[src/rtl/demux_1_to_n_stream.sv]
// Registered 1:N valid/ready stream demultiplexer with optional packet-locked select and drop counter.
// Latency: 1 cycle from an accepted input beat to out_valid on the selected channel.
// Backpressure: in_ready follows only the selected channel's slot; out-of-range beats are always accepted and dropped.
module demux_1_to_n_stream #(
  parameter int N        = 8,
  parameter int W        = 8,
  parameter int SEL_W    = 3,
  parameter int PKT_MODE = 0,
  parameter int CNT_W    = 8
) (
  input  logic               clk,
  input  logic               rst,
  input  logic               in_valid,
  output logic               in_ready,
  input  logic [W-1:0]       in_data,
  input  logic               in_last,
  input  logic [SEL_W-1:0]   in_sel,
  output logic [N-1:0]       out_valid,
  input  logic [N-1:0]       out_ready,
  output logic [N*W-1:0]     out_data,
  output logic [N-1:0]       out_last,
  output logic [CNT_W-1:0]   drop_cnt,
  output logic               busy
);

  typedef enum logic [1:0] {
    IDLE = 2'd0,
    BUSY = 2'd1,
    DROP = 2'd2
  } state_t;

  // N widened by one bit so the range check also works when N == 2^SEL_W
  localparam logic [SEL_W:0]   N_LIM   = (SEL_W+1)'(N);
  localparam logic [CNT_W-1:0] CNT_MAX = '1;

  state_t             state_q, state_d;
  logic [SEL_W-1:0]   sel_q, sel_d;
  logic [SEL_W-1:0]   sel_eff;
  logic               sel_ok;
  logic               slot_rdy;
  logic               accept;
  logic               drop;
  logic [N-1:0]       load;
  logic [N-1:0]       out_valid_q;
  logic [N*W-1:0]     out_data_q;
  logic [N-1:0]       out_last_q;
  logic [CNT_W-1:0]   drop_cnt_q;

  // Inside a packet the latched select overrides whatever in_sel carries
  always_comb begin
    sel_eff = in_sel;
    if (PKT_MODE != 0 && state_q != IDLE) begin
      sel_eff = sel_q;
    end
  end

  assign sel_ok = {1'b0, sel_eff} < N_LIM;

  // Selected slot can take a beat if empty or draining this cycle
  always_comb begin
    slot_rdy = 1'b1;
    for (int i = 0; i < N; i++) begin
      if (sel_eff == SEL_W'(i)) begin
        slot_rdy = ~out_valid_q[i] | out_ready[i];
      end
    end
  end

  assign in_ready = sel_ok ? slot_rdy : 1'b1;
  assign accept   = in_valid & in_ready;
  assign drop     = accept & ~sel_ok;

  // One-hot load strobe for the destination channel
  always_comb begin
    load = '0;
    for (int i = 0; i < N; i++) begin
      load[i] = accept & sel_ok & (sel_eff == SEL_W'(i));
    end
  end

  // Per-channel one-entry output registers; reload wins over drain
  always_ff @(posedge clk) begin
    if (rst) begin
      out_valid_q <= '0;
      out_data_q  <= '0;
      out_last_q  <= '0;
    end else begin
      for (int i = 0; i < N; i++) begin
        if (load[i]) begin
          out_valid_q[i]         <= 1'b1;
          out_data_q[i*W +: W]   <= in_data;
          out_last_q[i]          <= in_last;
        end else if (out_ready[i]) begin
          out_valid_q[i]         <= 1'b0;
        end
      end
    end
  end

  // Saturating count of discarded beats
  always_ff @(posedge clk) begin
    if (rst) begin
      drop_cnt_q <= '0;
    end else if (drop && drop_cnt_q != CNT_MAX) begin
      drop_cnt_q <= drop_cnt_q + CNT_W'(1);
    end
  end

  // Packet FSM state and locked select registers
  always_ff @(posedge clk) begin
    if (rst) begin
      state_q <= IDLE;
      sel_q   <= '0;
    end else begin
      state_q <= state_d;
      sel_q   <= sel_d;
    end
  end

  // Packet FSM next state: lock on a non-last first beat, release on the last beat
  always_comb begin
    state_d = state_q;
    sel_d   = sel_q;
    if (PKT_MODE != 0 && accept) begin
      case (state_q)
        IDLE: begin
          if (!in_last) begin
            sel_d   = in_sel;
            state_d = sel_ok ? BUSY : DROP;
          end
        end
        BUSY, DROP: begin
          if (in_last) begin
            state_d = IDLE;
          end
        end
        default: state_d = IDLE;
      endcase
    end
  end

  assign out_valid = out_valid_q;
  assign out_data  = out_data_q;
  assign out_last  = out_last_q;
  assign drop_cnt  = drop_cnt_q;
  assign busy      = (state_q != IDLE);

endmodule

[config.mk]
export PLATFORM = sky130hd
export DESIGN_NAME = demux_1_to_n_stream
export DESIGN_NICKNAME = d
export VERILOG_FILES = /design/src/rtl/demux_1_to_n_stream.sv
export SDC_FILE = /design/constraint.sdc
export NUM_CORES = 1
export LEC_CHECK = 0
export CAP_MARGIN = 10
export CORE_MARGIN = 5
export CORE_UTILIZATION = 35
export CTS_BUF_LIST = sky130_fd_sc_hd__clkbuf_4
export CTS_CLUSTER_DIAMETER = 150
export DETAILED_ROUTE_END_ITERATION = 6
export SETUP_SLACK_MARGIN = 0.02
export SYNTH_ARGS = -nofsm -noshare
export SYNTH_HDL_FRONTEND = slang
export SYNTH_SLANG_ARGS = --single-unit
[constraint.sdc]
create_clock -name clk -period 1.95 [get_ports clk]
set_clock_uncertainty 0.1 [all_clocks]
set_input_delay 0.4875 -clock clk [delete_from_list [all_inputs] [get_ports clk]]
set_output_delay 0.4875 -clock clk [all_outputs]
set_load 0.02 [all_outputs]
==> results of run 1 <==
-- worst register-to-register path, delay by kind of cell, from the launching register on --
| family | cells | cell delay [ns] |
|---|---|---|
| AND/OR/NAND/NOR | 3 | 0.47 |
| flip-flops | 1 | 0.34 |
| buffers and inverters | 2 | 0.33 |
| multiplexers | 1 | 0.20 |
-- kinds of logic after synthesis --
| kind of cell | Yosys count | share of synthesized area [%] |
|---|---|---|
| simple gates | 105 | 15.2 |
| compound gates | 11 | 2.08 |
| buf+inv | 38 | 9.00 |
| flops | 80 | 50.3 |
| mux | 74 | 23.3 |
| other cells | 1 | 0.118 |
-- power groups by stage --
stage               clock network [mW]  logic [mW]  registers [mW]
CTS                               1.11       0.369            1.69
finish                            1.07       0.368            1.69
detailed placement                   0       0.390            1.73
global route                      1.17       0.398            1.69
floorplan                            0       0.194            1.77
global placement                     0       0.388            1.72
-- sequential cells by signal, summed over array words and instances, names as in the netlist --
signal and count:
out_data 64, out_valid 8, out_last 8
-- metrics by stage --
stage                     power, mW  hold slack, ns  cell area (um2)
final                          3.12           0.405             4520
after global routing           3.26           0.433             4520
after CTS                      3.16           0.411             4490
after detailed placement       2.11           0.383             4360
after global placement         2.11           0.371             4360
after floorplan                1.96           0.482             3210
-- path summary, 6_finish.rpt --
| kind | startpoint | endpoint | slack [ns] | cells past startpoint |
|---|---|---|---|---|
| hold / removal | out_data[36] | out_data[36] | 0.41 | 2 |
| setup / recovery | out_ready[1] | in_ready | -0.13 | 6 |
| setup reg to reg | out_valid[6] | out_data[49] | 0.40 | 6 |
| hold reg to reg | out_data[36] | out_data[36] | 0.41 | 2 |
-- synthesized netlist by cell type (2+ instances only) --
cell type  count
a21oi_1        6
and2b_4        2
buf_4         19
buf_6          6
clkbuf_1       9
dfxtp_1       80
inv_1          2
mux2i_1       74
nand2_1        4
nand2b_1       6
nand3_1        6
nor2_1        78
nor2b_1        2
o21ai_0        2
-- repair_timing --
item	4_1_cts	5_1_grt
pin swaps	7	2
endpoints found under the setup margin	83	1
resized for setup	112	9
cloned	0	0
setup buffers	5	2
hold buffers	0	0
-- final cells by class --
cell class	count	area share (%)
inverters	2	0.166
repair buffers	135	27.1
well taps	108	2.99
clock buffers	9	1.50
clock inverters	6	1.88
flip-flops and latches	80	35.6
multi-input cells	199	30.8
-- metal layers --
metal / share of wire [%] / global-route usage (%) / vias to the layer above / routed length, um
met3: 9.6 / 7.64 / 4 / 796
met5: 0 / 0 / - / 0
li1: - / - / 1231 / -
met1: 43 / 18.1 / 1148 / 3550
met2: 47 / 24.5 / 77 / 3870
met4: 0.59 / 3.37 / 0 / 49
==> results.txt, run 1 <==
Initial Util: 36.2%
routed vias/inst: 4.56
final setup fails: 1
worst-path cell chain: dlygate4sd2_1 > nand2b_4 > mux2i_1 > o211ai_1 > a32o_2 > buf_6
status: finished with violations
slowest cell on the critical path: a32o_2
CP endpoint kind: primary output
antenna cells: 0
Inserted Clock Buffers: 9
Ys Warns: 0
Worst Setup Start Kind: input port
Pleak: 2.37 nW
area of the multi-input gates: 1390 um2
top cells by area, synth: dfxtp_1 50%, mux2i_1 23%, nor2_1 9.2%, buf_4 4.5%, buf_6 2.1%
Slew Limit Fails: 0
Highest Clock Rate: 0.481 GHz
DRT antenna net count: 0
power per cell area: 691 nW/um2
Yosys cell types: 27
CTS tree: built
Worst-Skew Late Latency: 0.41 ns
Core ar.: 8810 um2
WP buf/inv: 2
critical path class: in -> out
post-synth top area cell: dfxtp_1
Non-Filler Instances: 539
CP Data Arrival Time: 1.49 ns
dpl cells: 517
most common cell after layout, fill and taps aside: dlygate4sd2_1
setup ws final: -0.127 ns
Syn Area/Cell: 10.3 um2
DP Worst Slack: -0.907 ns
Period minus WS final: 2.08 ns
Flop pwr share: 54.1%
I/O pin total: 113
Final Cycle Share: 107%
CTS max path bufs: 2
WL/cell: 15.3 um
via count: 2,460
critical path's top delay family: buffers and inverters
initial DRC count: 80
combinational share of power: 11.8%
EDFF count, synth: 0
Layout area overhead: 41.9%
GPL Wtd Cong: 0.783
First-pass DRT Iterations: 4
clock-pin slew on the worst setup and hold paths: 0.13 ns
placed wire-length estimate: 5750 um
unrepaired setup endpoints after global routing: true
Synth top area share: 50.3%
Root Driver: clkbuf_4
CTS H-tree depth: 3
DRC violations left: 0
routed wire length: 8270 um
Final nets: 450
maximum vdd drop: 431 uV
sequential area share after synthesis: 50.3%
Reg area: 1610 um2
total track usage: 15.1%
port buffer count: 103
Psw: 783 uW
clock share of power: 34.2%
violated checks: setup timing
Final Hold Violating Endpoints: 0
Die ar.: 11,100 um2
most frequent cells in the layout: 88 x dlygate4sd2_1, 78 x nor2_1, 76 x dfxtp_1
asr flop ratio synth: 0%
Fillers: 841
WP data required: 1.36 ns
sw frac: 25.1%
antenna violations before repair: 0
die width: 105 um
Num Clock Sinks: 80
ratio of cells with drive above 1 in the final layout: 16.9%
total of max-cap violations: 0
internal power: 2.34 mW
grt total ovfl: 0
Max stage delay on crit path: 0.25 ns
final core utilization: 51.3%
Rows: 34
Yosys reg bits: 80
total negative slack: -0.127 ns
first-pass GRT wire length: 13,400 um
largest net degree at the start of global routing: 81
vias in the first global route: 2,510
Top FF cell, synth: dfxtp_1
die height: 105 um
Synth Cell Area: 3180 um2
Mapped Cells: 309
Hold/Removal Path Class: reg -> reg
worst-path fanout max: 2
Power figures use the tool's default switching activity.
==> inputs of run 2 (changes only) <==
CORE_MARGIN = 1.5   (was 5)
PLACE_DENSITY = 0.62   (was unset)
==> run 2 against run 1 <==
  * The flow still finishes with violations (setup timing)
  * Power rose by 5.2%
  * Flip-flop and latch count did not move
  * Non-clock buffer count fell by 6
  * Clock power rose by 15%
  * Die area fell by 13%
  * Critical path depth did not move
  * Final cell count fell by 0.93%
==> results.txt, run 2 (synthesized netlist as in run 1, its figures left out) <==
DRT antenna net count: 0 (unchanged)
CP endpoint kind: primary output (unchanged)
Final Power: 3.29 mW (was 3.12 mW)
most common cell after layout, fill and taps aside: dlygate4sd2_1 (unchanged)
Rows: 34 (unchanged)
CTS tree: built (unchanged)
DRC violations left: 0 (unchanged)
internal power: 2.49 mW (was 2.34 mW)
ratio of cells with drive above 1 in the final layout: 16.2% (was 16.9%)
violated checks: setup timing (unchanged)
CP Data Arrival Time: 1.53 ns (was 1.49 ns)
Slew Limit Fails: 0 (unchanged)
first-pass GRT wire length: 12,300 um (was 13,400 um)
Worst-Skew Late Latency: 0.41 ns (about the same)
Worst Setup Start Kind: input port (unchanged)
WP data required: 1.36 ns (about the same)
via count: 2,444 (was 2,460)
Num Clock Sinks: 80 (unchanged)
Design Area, Final: 4540 um2 (was 4520 um2)
largest net degree at the start of global routing: 34 (was 81)
Root Driver: clkbuf_4 (unchanged)
maximum vdd drop: 363 uV (was 431 uV)
hold_buf cts: 0 (unchanged)
Core ar.: 8760 um2 (was 8810 um2)
Inserted Clock Buffers: 9 (unchanged)
combinational share of power: 11.3% (was 11.8%)
GPL Wtd Cong: 0.819 (was 0.783)
setup ws final: -0.163 ns (was -0.127 ns)
routed vias/inst: 4.58 (was 4.56)
vias in the first global route: 2,361 (was 2,510)
Final nets: 444 (was 450)
die height: 98.4 um (was 105 um)
CTS H-tree depth: 3 (unchanged)
power per cell area: 725 nW/um2 (was 691 nW/um2)
Hold Worst Slack: 0.367 ns (was 0.405 ns)
Die ar.: 9680 um2 (was 11,100 um2)
reg2reg start: out_valid[6] (unchanged)
I/O pin total: 113 (unchanged)
routed wire length: 7680 um (was 8270 um)
Pleak: 2.37 nW (about the same)
CP startpoint: in_sel[0] (was out_ready[1])
Hold Crit Start: rst (was out_data[36])
unrepaired setup endpoints after global routing: true (unchanged)
critical path class: in -> out (unchanged)
area post-placement: 4380 um2 (was 4360 um2)
Flop pwr share: 51.4% (was 54.1%)
status: finished with violations (unchanged)
placed wire-length estimate: 5360 um (was 5750 um)
clock-pin slew on the worst setup and hold paths: 0.13 ns (about the same)
final core utilization: 51.8% (was 51.3%)
CTS max path bufs: 2 (unchanged)
final setup fails: 1 (unchanged)
First-pass DRT Iterations: 4 (unchanged)
worst-path fanout max: 7 (was 2)
Psw: 799 uW (was 783 uW)
dpl cells: 517 (unchanged)
DP Worst Slack: -0.855 ns (was -0.907 ns)
Final Hold Violating Endpoints: 0 (unchanged)
Period minus WS final: 2.11 ns (was 2.08 ns)
Highest Clock Rate: 0.473 GHz (was 0.481 GHz)
Initial Util: 36.3% (was 36.2%)
grt total ovfl: 0 (unchanged)
sw frac: 24.3% (was 25.1%)
total track usage: 16.2% (was 15.1%)
antenna cells: 0 (unchanged)
WL/cell: 14.4 um (was 15.3 um)
total negative slack: -0.163 ns (was -0.127 ns)
initial DRC count: 98 (was 80)
Final Cycle Share: 108% (was 107%)
Non-Filler Instances: 534 (was 539)
die width: 98.4 um (was 105 um)
clock share of power: 37.3% (was 34.2%)
Hold/Removal Path Class: in -> reg (was reg -> reg)
total of max-cap violations: 0 (unchanged)
antenna violations before repair: 0 (unchanged)
port buffer count: 103 (unchanged)
max FFs per register: 64 (unchanged)
Layout area overhead: 42.4% (was 41.9%)
most frequent cells in the layout: 89 x dlygate4sd2_1, 77 x nor2_1, 76 x dfxtp_1 (was 88 x dlygate4sd2_1, 78 x nor2_1, 76 x dfxtp_1)
-- run 2: cell types whose count changed in the layout (fill, tap and decap cells not counted), sizes merged --
cell / before / now
inv: 2 / 3
clkinvlp: 1 / 0
bufinv: 2 / 3
buf: 34 / 28
clkdlybuf4s15: 1 / 0
dlygate4sd2: 88 / 89
-- run 2: final cells by class --
type,count,area [um2]
Tap cell,108,135
Clock inverter,7,118
Multi-Input combinational cell,199,1400
Clock buffer,9,67.6
Inverter,2,7.51
Fill cell,865,4230
Timing Repair Buffer,129,1200
Sequential cell,80,1610
-- run 2: timing repair --
action	4_1_cts	5_1_grt
gates resized for setup	116	5
pin swaps	7	1
setup endpoints to repair	81	1
setup buffers	1	0
-- run 2: worst paths after layout --
kind                                      to  slack [ns]  cells after the start
worst min-delay path            out_data[13]        0.37                      2
worst max-delay path                in_ready       -0.16                      6
worst min register to register  out_data[54]        0.40                      2
worst max register to register  out_data[51]        0.41                      6
-- run 2: power groups by stage --
stage | registers, mW | clock network, mW | logic (mW)
2_1_floorplan | 1.77 | 0 | 0.194
3_3_place_gp | 1.72 | 0 | 0.393
3_5_place_dp | 1.72 | 0 | 0.395
4_1_cts | 1.69 | 1.28 | 0.374
5_1_grt | 1.69 | 1.36 | 0.400
6_report | 1.69 | 1.23 | 0.372
-- run 2: layer usage --
| metal | vias to the layer above | GRT usage, % | part of all wire [%] |
|---|---|---|---|
| li1 | 1219 | - | - |
| met1 | 1126 | 20.3 | 43 |
| met2 | 91 | 25.7 | 47 |
| met3 | 8 | 6.66 | 8.8 |
| met4 | 0 | 4.55 | 0.87 |
| met5 | - | 0 | 0 |
-- run 2: worst max-delay path, cell delays in order --
cell	delay, ns
dlygate4sd2_1	0.26
buf_6	0.14
o21ai_1	0.11
o211ai_1	0.11
a32o_2	0.28
buf_6	0.13
==> inputs of run 3 (changes only) <==
--- a/config.mk
+++ b/config.mk
@@ -18 +18,2 @@
 export SYNTH_SLANG_ARGS = --single-unit
+export TNS_END_PERCENT = 5
--- a/constraint.sdc
+++ b/constraint.sdc
@@ -4,2 +4,2 @@
 set_output_delay 0.4875 -clock clk [all_outputs]
-set_load 0.02 [all_outputs]
+set_load 0.005 [all_outputs]
==> run 3 against run 2 <==
  * The run still ends with setup timing left
  * Sequential power about the same
  * Fmax up 1.8%
  * Combinational power down 8.3%
  * Die area unchanged
  * Global-route usage up 0.54 points
  * Power down 13%
  * Flip-flop and latch count unchanged
  * Largest cell class unchanged
  * Largest power group unchanged
  * Highest routed layer unchanged
==> results.txt, run 3 (synthesized netlist as in run 1, its figures left out) <==
Pleak: 2.29 nW (was 2.37 nW)
Core ar.: 8760 um2 (unchanged)
slowest cell on the critical path: clkdlybuf4s50_1 (was a32o_2)
ratio of cells with drive above 1 in the final layout: 24.1% (was 16.2%)
worst-path cell chain: clkdlybuf4s50_1 > nand2b_4 > nand3_2 > o21ai_1 > a32o_1 > buf_2 (was dlygate4sd2_1 > buf_6 > o21ai_1 > o211ai_1 > a32o_2 > buf_6)
GR peak layer: met2 (unchanged)
Hold/Removal Path Class: in -> reg (unchanged)
antenna violations before repair: 0 (unchanged)
Final Cycle Share: 106% (was 108%)
largest net degree at the start of global routing: 34 (unchanged)
DRC violations left: 0 (unchanged)
Fillers: 793 (was 865)
setup ws final: -0.125 ns (was -0.163 ns)
Inserted Clock Buffers: 9 (unchanged)
placed wire-length estimate: 5400 um (was 5360 um)
Slew Limit Fails: 0 (unchanged)
CTS max path bufs: 2 (unchanged)
total of max-cap violations: 0 (unchanged)
DRT antenna net count: 0 (unchanged)
DP Worst Slack: -0.722 ns (was -0.855 ns)
Rows: 34 (unchanged)
die height: 98.4 um (unchanged)
Die ar.: 9680 um2 (unchanged)
Non-Filler Instances: 535 (was 534)
WP data required: 1.36 ns (about the same)
critical path's top delay family: buffers and inverters (unchanged)
grt met3 use: 5.73% (was 6.66%)
CTS H-tree depth: 3 (unchanged)
worst-path fanout max: 2 (was 7)
most frequent cells in the layout: 77 x nor2_1, 74 x mux2i_1, 73 x clkdlybuf4s50_1 (was 89 x dlygate4sd2_1, 77 x nor2_1, 76 x dfxtp_1)
CTS tree: built (unchanged)
violated checks: setup timing (unchanged)
Final Hold Violating Endpoints: 0 (unchanged)
GPL Wtd Cong: 0.818 (was 0.819)
dpl cells: 517 (unchanged)
antenna cells: 0 (unchanged)
reg2reg start: out_valid[6] (unchanged)
first-pass GRT wire length: 12,600 um (was 12,300 um)
final core utilization: 53.1% (was 51.8%)
First-pass DRT Iterations: 4 (unchanged)
port buffer count: 103 (unchanged)
GR Layer Usage met1: 20.9% (was 20.3%)
Hold Crit Start: rst (unchanged)
critical path class: in -> out (unchanged)
Root Driver: clkbuf_4 (unchanged)
max FFs per register: 64 (unchanged)
Num Clock Sinks: 80 (unchanged)
Max stage delay on crit path: 0.40 ns (was 0.28 ns)
Highest Clock Rate: 0.482 GHz (was 0.473 GHz)
vias in the first global route: 2,376 (was 2,361)
M2 GR Usage: 26.7% (was 25.7%)
die width: 98.4 um (unchanged)
CP startpoint: out_ready[7] (was in_sel[0])
CP endpoint kind: primary output (unchanged)
Final nets: 446 (was 444)
Worst Setup Start Kind: input port (unchanged)
Worst-Skew Late Latency: 0.41 ns (about the same)
unrepaired setup endpoints after global routing: true (unchanged)
via count: 2,459 (was 2,444)
final setup fails: 1 (unchanged)
Layout area overhead: 46.2% (was 42.4%)
power per cell area: 611 nW/um2 (was 725 nW/um2)
status: finished with violations (unchanged)
most common cell after layout, fill and taps aside: nor2_1 (was dlygate4sd2_1)
grt total ovfl: 0 (unchanged)
total track usage: 16.8% (was 16.2%)
WL/cell: 14.7 um (was 14.4 um)
CP Data Arrival Time: 1.49 ns (was 1.53 ns)
initial DRC count: 89 (was 98)
Period minus WS final: 2.07 ns (was 2.11 ns)
maximum vdd drop: 424 uV (was 363 uV)
routed vias/inst: 4.60 (was 4.58)
WP buf/inv: 2 (was 3)
Initial Util: 36.3% (unchanged)
I/O pin total: 113 (unchanged)
routed wire length: 7870 um (was 7680 um)
clock-pin slew on the worst setup and hold paths: 0.13 ns (about the same)
-- run 3: cell types whose count changed in the layout (fill, tap and decap cells not counted), moves of 2 or more --
| cell | previous run | this run |
|---|---|---|
| dlygate4sd2_1 | 89 | 9 |
| clkdlybuf4s50_1 | 10 | 73 |
| dfxtp_1 | 76 | 42 |
| dfxtp_2 | 4 | 38 |
| dlymetal6s2s_1 | 0 | 17 |
| bufinv_16 | 3 | 0 |
| clkinvlp_4 | 0 | 3 |
| buf_4 | 17 | 19 |
-- run 3: path summary, 6_finish.rpt --
kind / endpoint / cells after the start / slack, ns
setup / recovery: in_ready / 6 / -0.12
hold / removal: out_data[62] / 2 / 0.40
hold reg to reg: out_data[62] / 2 / 0.40
setup reg to reg: out_data[49] / 6 / 0.42
-- run 3: routing by layer --
layer | wire (um) | up-vias
li1 | - | 1226
met1 | 3430 | 1139
met2 | 3740 | 85
met3 | 588 | 9
met4 | 105 | 0
met5 | 0 | -
-- run 3: stage by stage --
stage	hold slack (ns)	area, um2	power [mW]	setup TNS, ns
global placement	0.373	4380	2.06	-24.02
finish	0.396	4660	2.85	-0.125
global route	0.368	4660	3.01	-0.163
floorplan	0.385	3210	1.91	0
detailed placement	0.383	4380	2.07	-24.67
CTS	0.371	4570	2.89	-0.135
-- run 3: power by group --
part           switching [mW]  internal, mW
registers              0.0195          1.67
logic                   0.152         0.188
clock network           0.566         0.248
total                   0.738          2.11
-- run 3: worst register-to-register path, stage by stage (launching register included) --
cell and delay, ns:
dfxtp_2 0.34, nor2b_4 0.12, buf_4 0.14, nor4b_4 0.30, buf_12 0.18, mux2i_1 0.18, nor2_1 0.06
-- run 3: cell type report --
| cell class | instances | area, um2 | area share [%] |
|---|---|---|---|
| Tap cell | 108 | 135 | 2.90 |
| Timing Repair Buffer | 131 | 1360 | 29.2 |
| Multi-Input combinational cell | 199 | 1400 | 30.0 |
| Clock inverter | 6 | 37.5 | 0.806 |
| Inverter | 2 | 7.51 | 0.161 |
| Sequential cell | 80 | 1650 | 35.4 |
| Clock buffer | 9 | 67.6 | 1.45 |
-- run 3: what timing repair did --
action,in CTS,in global routing
pin swaps,6,1
hold buffers,0,0
gates resized for setup,37,52
endpoints found under the setup margin,2,46
buffers inserted,2,1
